$ cat src/rtl/call_pkg.sv
// Shared types and helpers for the multi-station call light system.
// State encoding, width helpers and a population count used by the top level.
package call_pkg;

  typedef enum logic {IDLE, OFFER} state_t;

  // Upper bound on the number of stations; sizes the popcount argument.
  localparam int MAX_CH = 32;
  localparam int MAX_PC_W = $clog2(MAX_CH + 1);

  function automatic int idx_w(input int n);
    return (n > 1) ? $clog2(n) : 1;
  endfunction

  function automatic int cnt_w(input int n);
    return $clog2(n + 1);
  endfunction

  function automatic logic [MAX_PC_W-1:0] popcount(input logic [MAX_CH-1:0] v);
    logic [MAX_PC_W-1:0] s;
    s = '0;
    for (int i = 0; i < MAX_CH; i++) begin
      s = s + MAX_PC_W'(v[i]);
    end
    return s;
  endfunction

endpackage

$ cat src/rtl/call_rr_arbiter.sv
// Combinational round-robin picker: first set request strictly after last_grant,
// wrapping from N_CH-1 back to 0.
module call_rr_arbiter #(
  parameter int N_CH = 4,
  localparam int CH_W = $clog2(N_CH)
) (
  input  logic [N_CH-1:0] req,
  input  logic [CH_W-1:0] last_grant,
  output logic [N_CH-1:0] grant,
  output logic [CH_W-1:0] grant_idx,
  output logic            any_req
);

  always_comb begin
    logic            found;
    logic [CH_W-1:0] sel;
    grant     = '0;
    grant_idx = '0;
    found     = 1'b0;
    sel       = '0;
    for (int k = 1; k <= N_CH; k++) begin
      sel = CH_W'((int'(last_grant) + k) % N_CH);
      if (!found && req[sel]) begin
        found      = 1'b1;
        grant[sel] = 1'b1;
        grant_idx  = sel;
      end
    end
  end

  assign any_req = |req;

endmodule

$ cat src/rtl/call_system_multi.sv
// N_CH call stations with latched lights and a round-robin valid/ready server.
// Optional CALL_TIMEOUT_EN adds per-channel wait counters that prioritise urgent channels.
module call_system_multi
  import call_pkg::*;
#(
  parameter int N_CH = 4,
  parameter int TIMEOUT_CYCLES = 1000,
  localparam int CH_W = $clog2(N_CH),
  localparam int PC_W = $clog2(N_CH + 1)
) (
  input  logic            clk,
  input  logic            rst_n,
  input  logic [N_CH-1:0] call,
  input  logic [N_CH-1:0] cancel,
  output logic [N_CH-1:0] light_state,
  output logic            serve_valid,
  output logic [CH_W-1:0] serve_ch,
  input  logic            serve_ready,
  output logic [PC_W-1:0] pending_count,
  output logic [N_CH-1:0] urgent
);

  state_t          state_reg, state_next;
  logic [N_CH-1:0] light_reg, light_next, clr, req_mask, grant_oh, urgent_vec;
  logic            serve_valid_reg, serve_valid_next;
  logic [CH_W-1:0] serve_ch_reg, serve_ch_next;
  logic [CH_W-1:0] last_grant_reg, last_grant_next;
  logic [CH_W-1:0] grant_idx;
  logic [PC_W-1:0] pending_count_reg;
  logic            any_req, handshake;

  assign handshake = serve_valid_reg & serve_ready;

  // A fresh call on the same edge always wins over cancel and service.
  for (genvar gi = 0; gi < N_CH; gi++) begin : g_light
    assign clr[gi]        = handshake && (serve_ch_reg == CH_W'(gi));
    assign light_next[gi] = call[gi] | (light_reg[gi] & ~cancel[gi] & ~clr[gi]);
  end

`ifdef CALL_TIMEOUT_EN
  localparam int TO_W = $clog2(TIMEOUT_CYCLES + 1);

  for (genvar gi = 0; gi < N_CH; gi++) begin : g_timeout
    logic [TO_W-1:0] wait_cnt_reg;

    always_ff @(posedge clk) begin
      if (!rst_n || !light_reg[gi]) begin
        wait_cnt_reg <= '0;
      end else if (wait_cnt_reg != TO_W'(TIMEOUT_CYCLES)) begin
        wait_cnt_reg <= wait_cnt_reg + 1'b1;
      end
    end

    assign urgent_vec[gi] = light_reg[gi] && (wait_cnt_reg == TO_W'(TIMEOUT_CYCLES));
  end

  assign req_mask = (|urgent_vec) ? urgent_vec : light_reg;
`else
  assign urgent_vec = '0;
  assign req_mask   = light_reg;
`endif

  call_rr_arbiter #(.N_CH(N_CH)) u_arb (
    .req        (req_mask),
    .last_grant (last_grant_reg),
    .grant      (grant_oh),
    .grant_idx  (grant_idx),
    .any_req    (any_req)
  );

  always_comb begin
    state_next       = state_reg;
    serve_valid_next = serve_valid_reg;
    serve_ch_next    = serve_ch_reg;
    last_grant_next  = last_grant_reg;
    case (state_reg)
      IDLE: begin
        if (any_req && (grant_oh != '0)) begin
          state_next       = OFFER;
          serve_valid_next = 1'b1;
          serve_ch_next    = grant_idx;
        end
      end
      OFFER: begin
        if (serve_ready) begin
          state_next       = IDLE;
          serve_valid_next = 1'b0;
          last_grant_next  = serve_ch_reg;
        end else if (cancel[serve_ch_reg] && !call[serve_ch_reg]) begin
          // Withdrawn offers do not advance the round-robin pointer.
          state_next       = IDLE;
          serve_valid_next = 1'b0;
        end
      end
      default: begin
        state_next       = IDLE;
        serve_valid_next = 1'b0;
      end
    endcase
  end

  always_ff @(posedge clk) begin
    if (!rst_n) begin
      state_reg         <= IDLE;
      light_reg         <= '0;
      serve_valid_reg   <= 1'b0;
      serve_ch_reg      <= '0;
      last_grant_reg    <= CH_W'(N_CH - 1);
      pending_count_reg <= '0;
    end else begin
      state_reg         <= state_next;
      light_reg         <= light_next;
      serve_valid_reg   <= serve_valid_next;
      serve_ch_reg      <= serve_ch_next;
      last_grant_reg    <= last_grant_next;
      pending_count_reg <= PC_W'(popcount(MAX_CH'(light_next)));
    end
  end

  assign light_state   = light_reg;
  assign serve_valid   = serve_valid_reg;
  assign serve_ch      = serve_ch_reg;
  assign pending_count = pending_count_reg;
  assign urgent        = urgent_vec;

endmodule

$ cat config.mk
export PLATFORM = sky130hd
export DESIGN_NAME = call_system_multi
export DESIGN_NICKNAME = d
export VERILOG_FILES = /design/src/rtl/call_pkg.sv /design/src/rtl/call_rr_arbiter.sv /design/src/rtl/call_system_multi.sv
export SDC_FILE = /design/constraint.sdc
export NUM_CORES = 1
export LEC_CHECK = 0
export ABC_AREA = 1
export BUFFER_PORTS_ARGS = -buffer_cell sky130_fd_sc_hd__buf_4
export CORE_MARGIN = 1.5
export CORE_UTILIZATION = 40
export DETAILED_ROUTE_END_ITERATION = 16
export PLACE_DENSITY_LB_ADDON = 0.25
export SYNTH_ARGS = -nofsm -noshare
export SYNTH_HDL_FRONTEND = slang
export SYNTH_SLANG_ARGS = --single-unit
$ cat constraint.sdc
create_clock -name clk -period 2.5 [get_ports clk]
set_input_delay 0.375 -clock clk [delete_from_list [all_inputs] [get_ports clk]]
set_output_delay 0.375 -clock clk [all_outputs]
set_load 0.01 [all_outputs]
==> run metrics, run 1 <==
register area 260 um^2; CP cell instances inv_1 > nor2_1 > nand2_1 > a21oi_1 > fa_1 > inv_1 > ha_1 > ha_1 > nand2_1 > inv_1; crit path time final 2.20 ns; Crit path largest cell delay 0.47 ns; Cells after DPL 200; Final ANT Viol Nets 0; largest net degree at the start of global routing 14; CTS max path bufs 2; DRC viols 0; Mapped Area 1050 um^2; Final setup violation count 0; CP max-delay cell dfxtp_1; final core occ 0.495; critical path class register to register; CP required 2.69 ns; initial antenna violation count 0; Synth area leaders dfxtp_1, nand2_1, ha_1; DRT Pass-1 Iters 4; register bit total from synthesis 13; Hold-fix buffers, CTS 0; number of flip-flops in the largest register 4; most common cell in the netlist nand2_1; leakage power 0.678 nW; Wirelength per Cell 11.1 um; Final nets 197; post-synth top area share 0.248; Max Slew Vio Count 0; Post-CTS Setup Inserts 0; routed wl met3 94 um; Max Clock Freq 454 MHz; DR top layer met4; ANT cells 0; worst path arrival time 2.40 ns; Die Height 54.2 um; Skew-Pair Late Insertion Delay 0.28 ns; sequential share of the synthesized area 0.248; vias in the first global route 905; Boundary Pins 25; Post-DP Area 1200 um^2; die area 2940 um^2; CP top delay family adder cells; PD cells 814 nW/um^2; Gate Count Post-Synth 153; total global routing overflow 0; Row Count 18; Die Wd 54.2 um; crit path buf inv count 3; fraction of layout cells with a size suffix above 1 0.224; EDFF count, synth 0; critical path launch point type register; met2 WL 1.09 mm; Vias 993; Clock Pin Slew Worst Setup and Hold Paths 0.08 ns; RSZ-0062 raised after global routing false; global-route wire length before repair 3.82 mm; most instantiated cells after synthesis nand2_1, inv_1, nor2_1, nand3_1, dfxtp_1; post-synth cell types 28; Max FO, Critical Path 7; TritonCTS Buffers 3; gr usage total 0.182; total clock sinks 13; asr flop ratio synth 0; Hold Vio Cnt, Final 0; setup TNS 0 ns; initial core utilization 0.423; Area growth, synth to finish 17.1%; Most used DFF post-synth dfxtp_1; Fin Clk Skew 0.00151 ns; clk root buf clkbuf_4; yosys warns 0; cell area after layout 1230 um^2; Top cell by count, worst path inv_1; hpwl dp 1.86 mm; CTS tree built; Mapped Avg Cell Area 6.85 um^2; Worst setup EP type register; Hold Crit Class input pin to register; status finished clean; DRT met1 WL 1.03 mm; DRT Wirelength 2.26 mm; drt via density 4.87; Final Power 0.000999 W; leading area contributor after synthesis dfxtp_1; core area 2480 um^2; GPL Wtd Cong 0.907; worst-case vdd ir drop 400 uV; Layout fillers 255; port bufs 20; DR iter-0 viols 21; multi-input logic area 658 um^2; count of cells resized by post-cts repair 0; htree depth 1; fin crit share 0.882; max_cap viols 0; non-filler instance count after layout 204
==> cell families after synthesis <==
logic type               count (synthesis)  synth area share
AO/OA/AOI/OAI                           16            0.0919
AND/OR/NAND/NOR                         85             0.383
adder cells (fa/ha/maj)                 11             0.138
flip-flops                              13             0.248
other                                    1           0.00358
buffers and inverters                   27             0.135
==> cell usage in the layout, fill, tap and decap left out, types with 3 or more instances in the layout <==
master and count:
nand2_1 38, buf_4 21, inv_1 18, nor2_1 16
nand3_1 15, dfxtp_1 13, ha_1 10, a21oi_1 8
nand2_2 8, conb_1 4, clkbuf_4 3
==> per-layer routing <==
metal / vias up / GRT usage
li1: 519 / -
met1: 439 / 0.219
met2: 30 / 0.311
met3: 5 / 0.0306
met4: 0 / 0.0875
met5: - / 0
==> per-stage QoR <==
stage | setup slack (ns) | hold WS [ns]
floorplan | 0.508 | 0.498
global placement | 0.326 | 0.473
detailed placement | 0.318 | 0.497
CTS | 0.305 | 0.337
global route | 0.0996 | 0.348
finish | 0.296 | 0.333
==> area by class of cell <==
type | instances | share of cell area
Multi-Input combinational cell | 116 | 0.536
Sequential cell | 13 | 0.212
Timing Repair Buffer | 21 | 0.128
Inverter | 20 | 0.0714
Tap cell | 30 | 0.0306
Clock buffer | 4 | 0.0214
==> where the power goes <==
part	internal (W)	leakage (nW)	switching, W
clock	0.0000621	0.0150	0.0000737
combinational	0.000215	0.555	0.000333
sequential	0.000254	0.108	0.0000616
total	0.000531	0.678	0.000468
==> worst paths after layout <==
| kind | startpoint | to | slack, ns | cells after the start |
|---|---|---|---|---|
| worst max-delay path | serve_ch[0]$_SDFFE_PN0P_ | pending_count[1]$_SDFF_PN0_ | 0.30 | 10 |
| worst min-delay path | rst_n | last_grant_reg[1]$_SDFFE_PN1P_ | 0.33 | 2 |
| worst max register to register | serve_ch[0]$_SDFFE_PN0P_ | pending_count[1]$_SDFF_PN0_ | 0.30 | 10 |
| worst min register to register | serve_valid$_SDFFE_PN0P_ | serve_valid$_SDFFE_PN0P_ | 0.51 | 2 |
Power figures use the tool's default switching activity.
==> inputs of run 2 (changes only) <==
--- a/config.mk
+++ b/config.mk
@@ -10,7 +10,7 @@
 export CORE_MARGIN = 1.5
 export CORE_UTILIZATION = 40
 export DETAILED_ROUTE_END_ITERATION = 16
-export PLACE_DENSITY_LB_ADDON = 0.25
+export PLACE_DENSITY = 0.61
 export SYNTH_ARGS = -nofsm -noshare
 export SYNTH_HDL_FRONTEND = slang
 export SYNTH_SLANG_ARGS = --single-unit
==> run 2 against run 1 <==
Against the previous run: flip-flop and latch count unchanged; core utilization rose by 0.30 points; via count up 2.5%; largest cell class unchanged; routed wire length is essentially flat; highest routed layer unchanged; power down 0.24%; combinational power barely moved; die area stayed put; sequential power hardly changed; clock skew grew 0.0035 ns.
==> run metrics, run 2 (synthesis results as in run 1) <==
Max Slew Vio Count 0 (unchanged); status finished clean (unchanged); count of cells resized by post-cts repair 0 (unchanged); multi-input logic area 658 um^2 (unchanged); fraction of layout cells with a size suffix above 1 0.229 (was 0.224); critical path launch point type register (unchanged); Hold Crit Class input pin to register (unchanged); Fin Clk Skew 0.00498 ns (was 0.00151 ns); Crit path largest cell delay 0.46 ns (was 0.47 ns); dpl ws 0.359 ns (was 0.318 ns); Wirelength per Cell 11.0 um (was 11.1 um); max_cap viols 0 (unchanged); initial antenna violation count 0 (unchanged); clk root buf clkbuf_4 (unchanged); number of flip-flops in the largest register 4 (unchanged); Critical Path Stages 10 (unchanged); most frequent cells in the layout nand2_1, buf_4, inv_1 (unchanged); final hold slack 0.341 ns (was 0.333 ns); GPL Wtd Cong 0.878 (was 0.907); core area 2480 um^2 (unchanged); gr usage total 0.173 (was 0.182); DR top layer met4 (unchanged); Clock Pin Slew Worst Setup and Hold Paths 0.08 ns (about the same); crit path time final 2.15 ns (was 2.20 ns); drt via density 4.97 (was 4.87); final setup margin 0.345 ns (was 0.296 ns); fin crit share 0.862 (was 0.882); worst path arrival time 2.34 ns (was 2.40 ns); Max FO, Critical Path 7 (unchanged); Die Height 54.2 um (unchanged); RSZ-0062 raised after global routing false (unchanged); Skew-Pair Late Insertion Delay 0.28 ns (about the same); met2 WL 1.19 mm (was 1.09 mm); CTS tree built (unchanged); total global routing overflow 0 (unchanged); commonest non-fill, non-tap cell in the layout nand2_1 (unchanged); Vias 1018 (was 993); Final ANT Viol Nets 0 (unchanged); register area 260 um^2 (unchanged); Boundary Pins 25 (unchanged); global-route wire length before repair 3.73 mm (was 3.82 mm); Die Wd 54.2 um (unchanged); DRC viols 0 (unchanged); PD cells 807 nW/um^2 (was 814 nW/um^2); Max Clock Freq 464 MHz (was 454 MHz); routed wl met3 76 um (was 94 um); crit path buf inv count 3 (unchanged); setup TNS 0 ns (unchanged); leakage power 0.683 nW (was 0.678 nW); total clock sinks 13 (unchanged); critical path class register to register (unchanged); Post-CTS Setup Inserts 0 (unchanged); largest net degree at the start of global routing 14 (unchanged); Hold Crit Depth 2 (unchanged); CP cell instances inv_1 > nor2_1 > nand2_1 > a21oi_1 > fa_1 > inv_1 > ha_1 > ha_1 > nand2_1 > inv_1 (unchanged); initial core utilization 0.423 (unchanged); CTS max path bufs 2 (unchanged); Row Count 18 (unchanged); htree depth 1 (unchanged); Hold-fix buffers, CTS 0 (unchanged); CP max-delay cell fa_1 (was dfxtp_1); worst-case vdd ir drop 452 uV (was 400 uV); TritonCTS Buffers 3 (unchanged); ANT cells 0 (unchanged); hpwl dp 1.80 mm (was 1.86 mm); port bufs 20 (unchanged); DRT Wirelength 2.26 mm (about the same); reg-to-reg slack, setup 0.35 ns (was 0.30 ns); worst r2r path cells 10 (unchanged); DRT Pass-1 Iters 6 (was 4); CP required 2.69 ns (about the same); Top cell by count, worst path inv_1 (unchanged); Final setup violation count 0 (unchanged); Final nets 198 (was 197); Area growth, synth to finish 17.8% (was 17.1%); CP top delay family adder cells (unchanged); vias in the first global route 931 (was 905); Hold Vio Cnt, Final 0 (unchanged); Worst setup EP type register (unchanged); DRT met1 WL 968 um (was 1.03 mm); DR iter-0 viols 32 (was 21); Layout fillers 272 (was 255); die area 2940 um^2 (unchanged)
==> run 2: cell count changes in the layout (fill, tap and decap cells not counted) <==
cell	delta
buf_4	+1
==> run 2: worst paths after layout <==
| kind | from | to |
|---|---|---|
| worst min register to register | serve_valid$_SDFFE_PN0P_ | serve_valid$_SDFFE_PN0P_ |
| worst max-delay path | serve_ch[0]$_SDFFE_PN0P_ | pending_count[1]$_SDFF_PN0_ |
| worst max register to register | serve_ch[0]$_SDFFE_PN0P_ | pending_count[1]$_SDFF_PN0_ |
| worst min-delay path | rst_n | last_grant_reg[1]$_SDFFE_PN1P_ |
==> run 2: where the power goes <==
group          total [W]  leakage [nW]  switching, W  internal (W)
sequential      0.000314         0.108     0.0000598      0.000254
clock           0.000131        0.0150     0.0000695     0.0000619
combinational   0.000551         0.560      0.000332      0.000220
==> run 2: through the flow <==
step / utilization / instance area [um^2] / total power [W] / cells
6_report: 0.498 / 1230 / 0.000997 / 205
5_1_grt: 0.498 / 1230 / 0.00109 / 205
4_1_cts: 0.498 / 1230 / 0.00101 / 205
3_5_place_dp: 0.488 / 1210 / 0.000873 / 201
3_3_place_gp: 0.488 / 1210 / 0.000864 / 201
2_1_floorplan: - / 1060 / 0.000728 / 156
==> run 2: routing by layer <==
metal,track usage,vias to the layer above
met5,0,-
met3,0.0278,4
met4,0.0625,0
li1,-,524
met1,0.191,467
met2,0.327,23
==> run 2: area by class of cell <==
| class | count | share of cell area |
|---|---|---|
| Multi-Input combinational cell | 116 | 0.533 |
| Tap cell | 30 | 0.0304 |
| Clock buffer | 4 | 0.0213 |
| Sequential cell | 13 | 0.211 |
| Inverter | 20 | 0.0709 |
| Timing Repair Buffer | 22 | 0.134 |
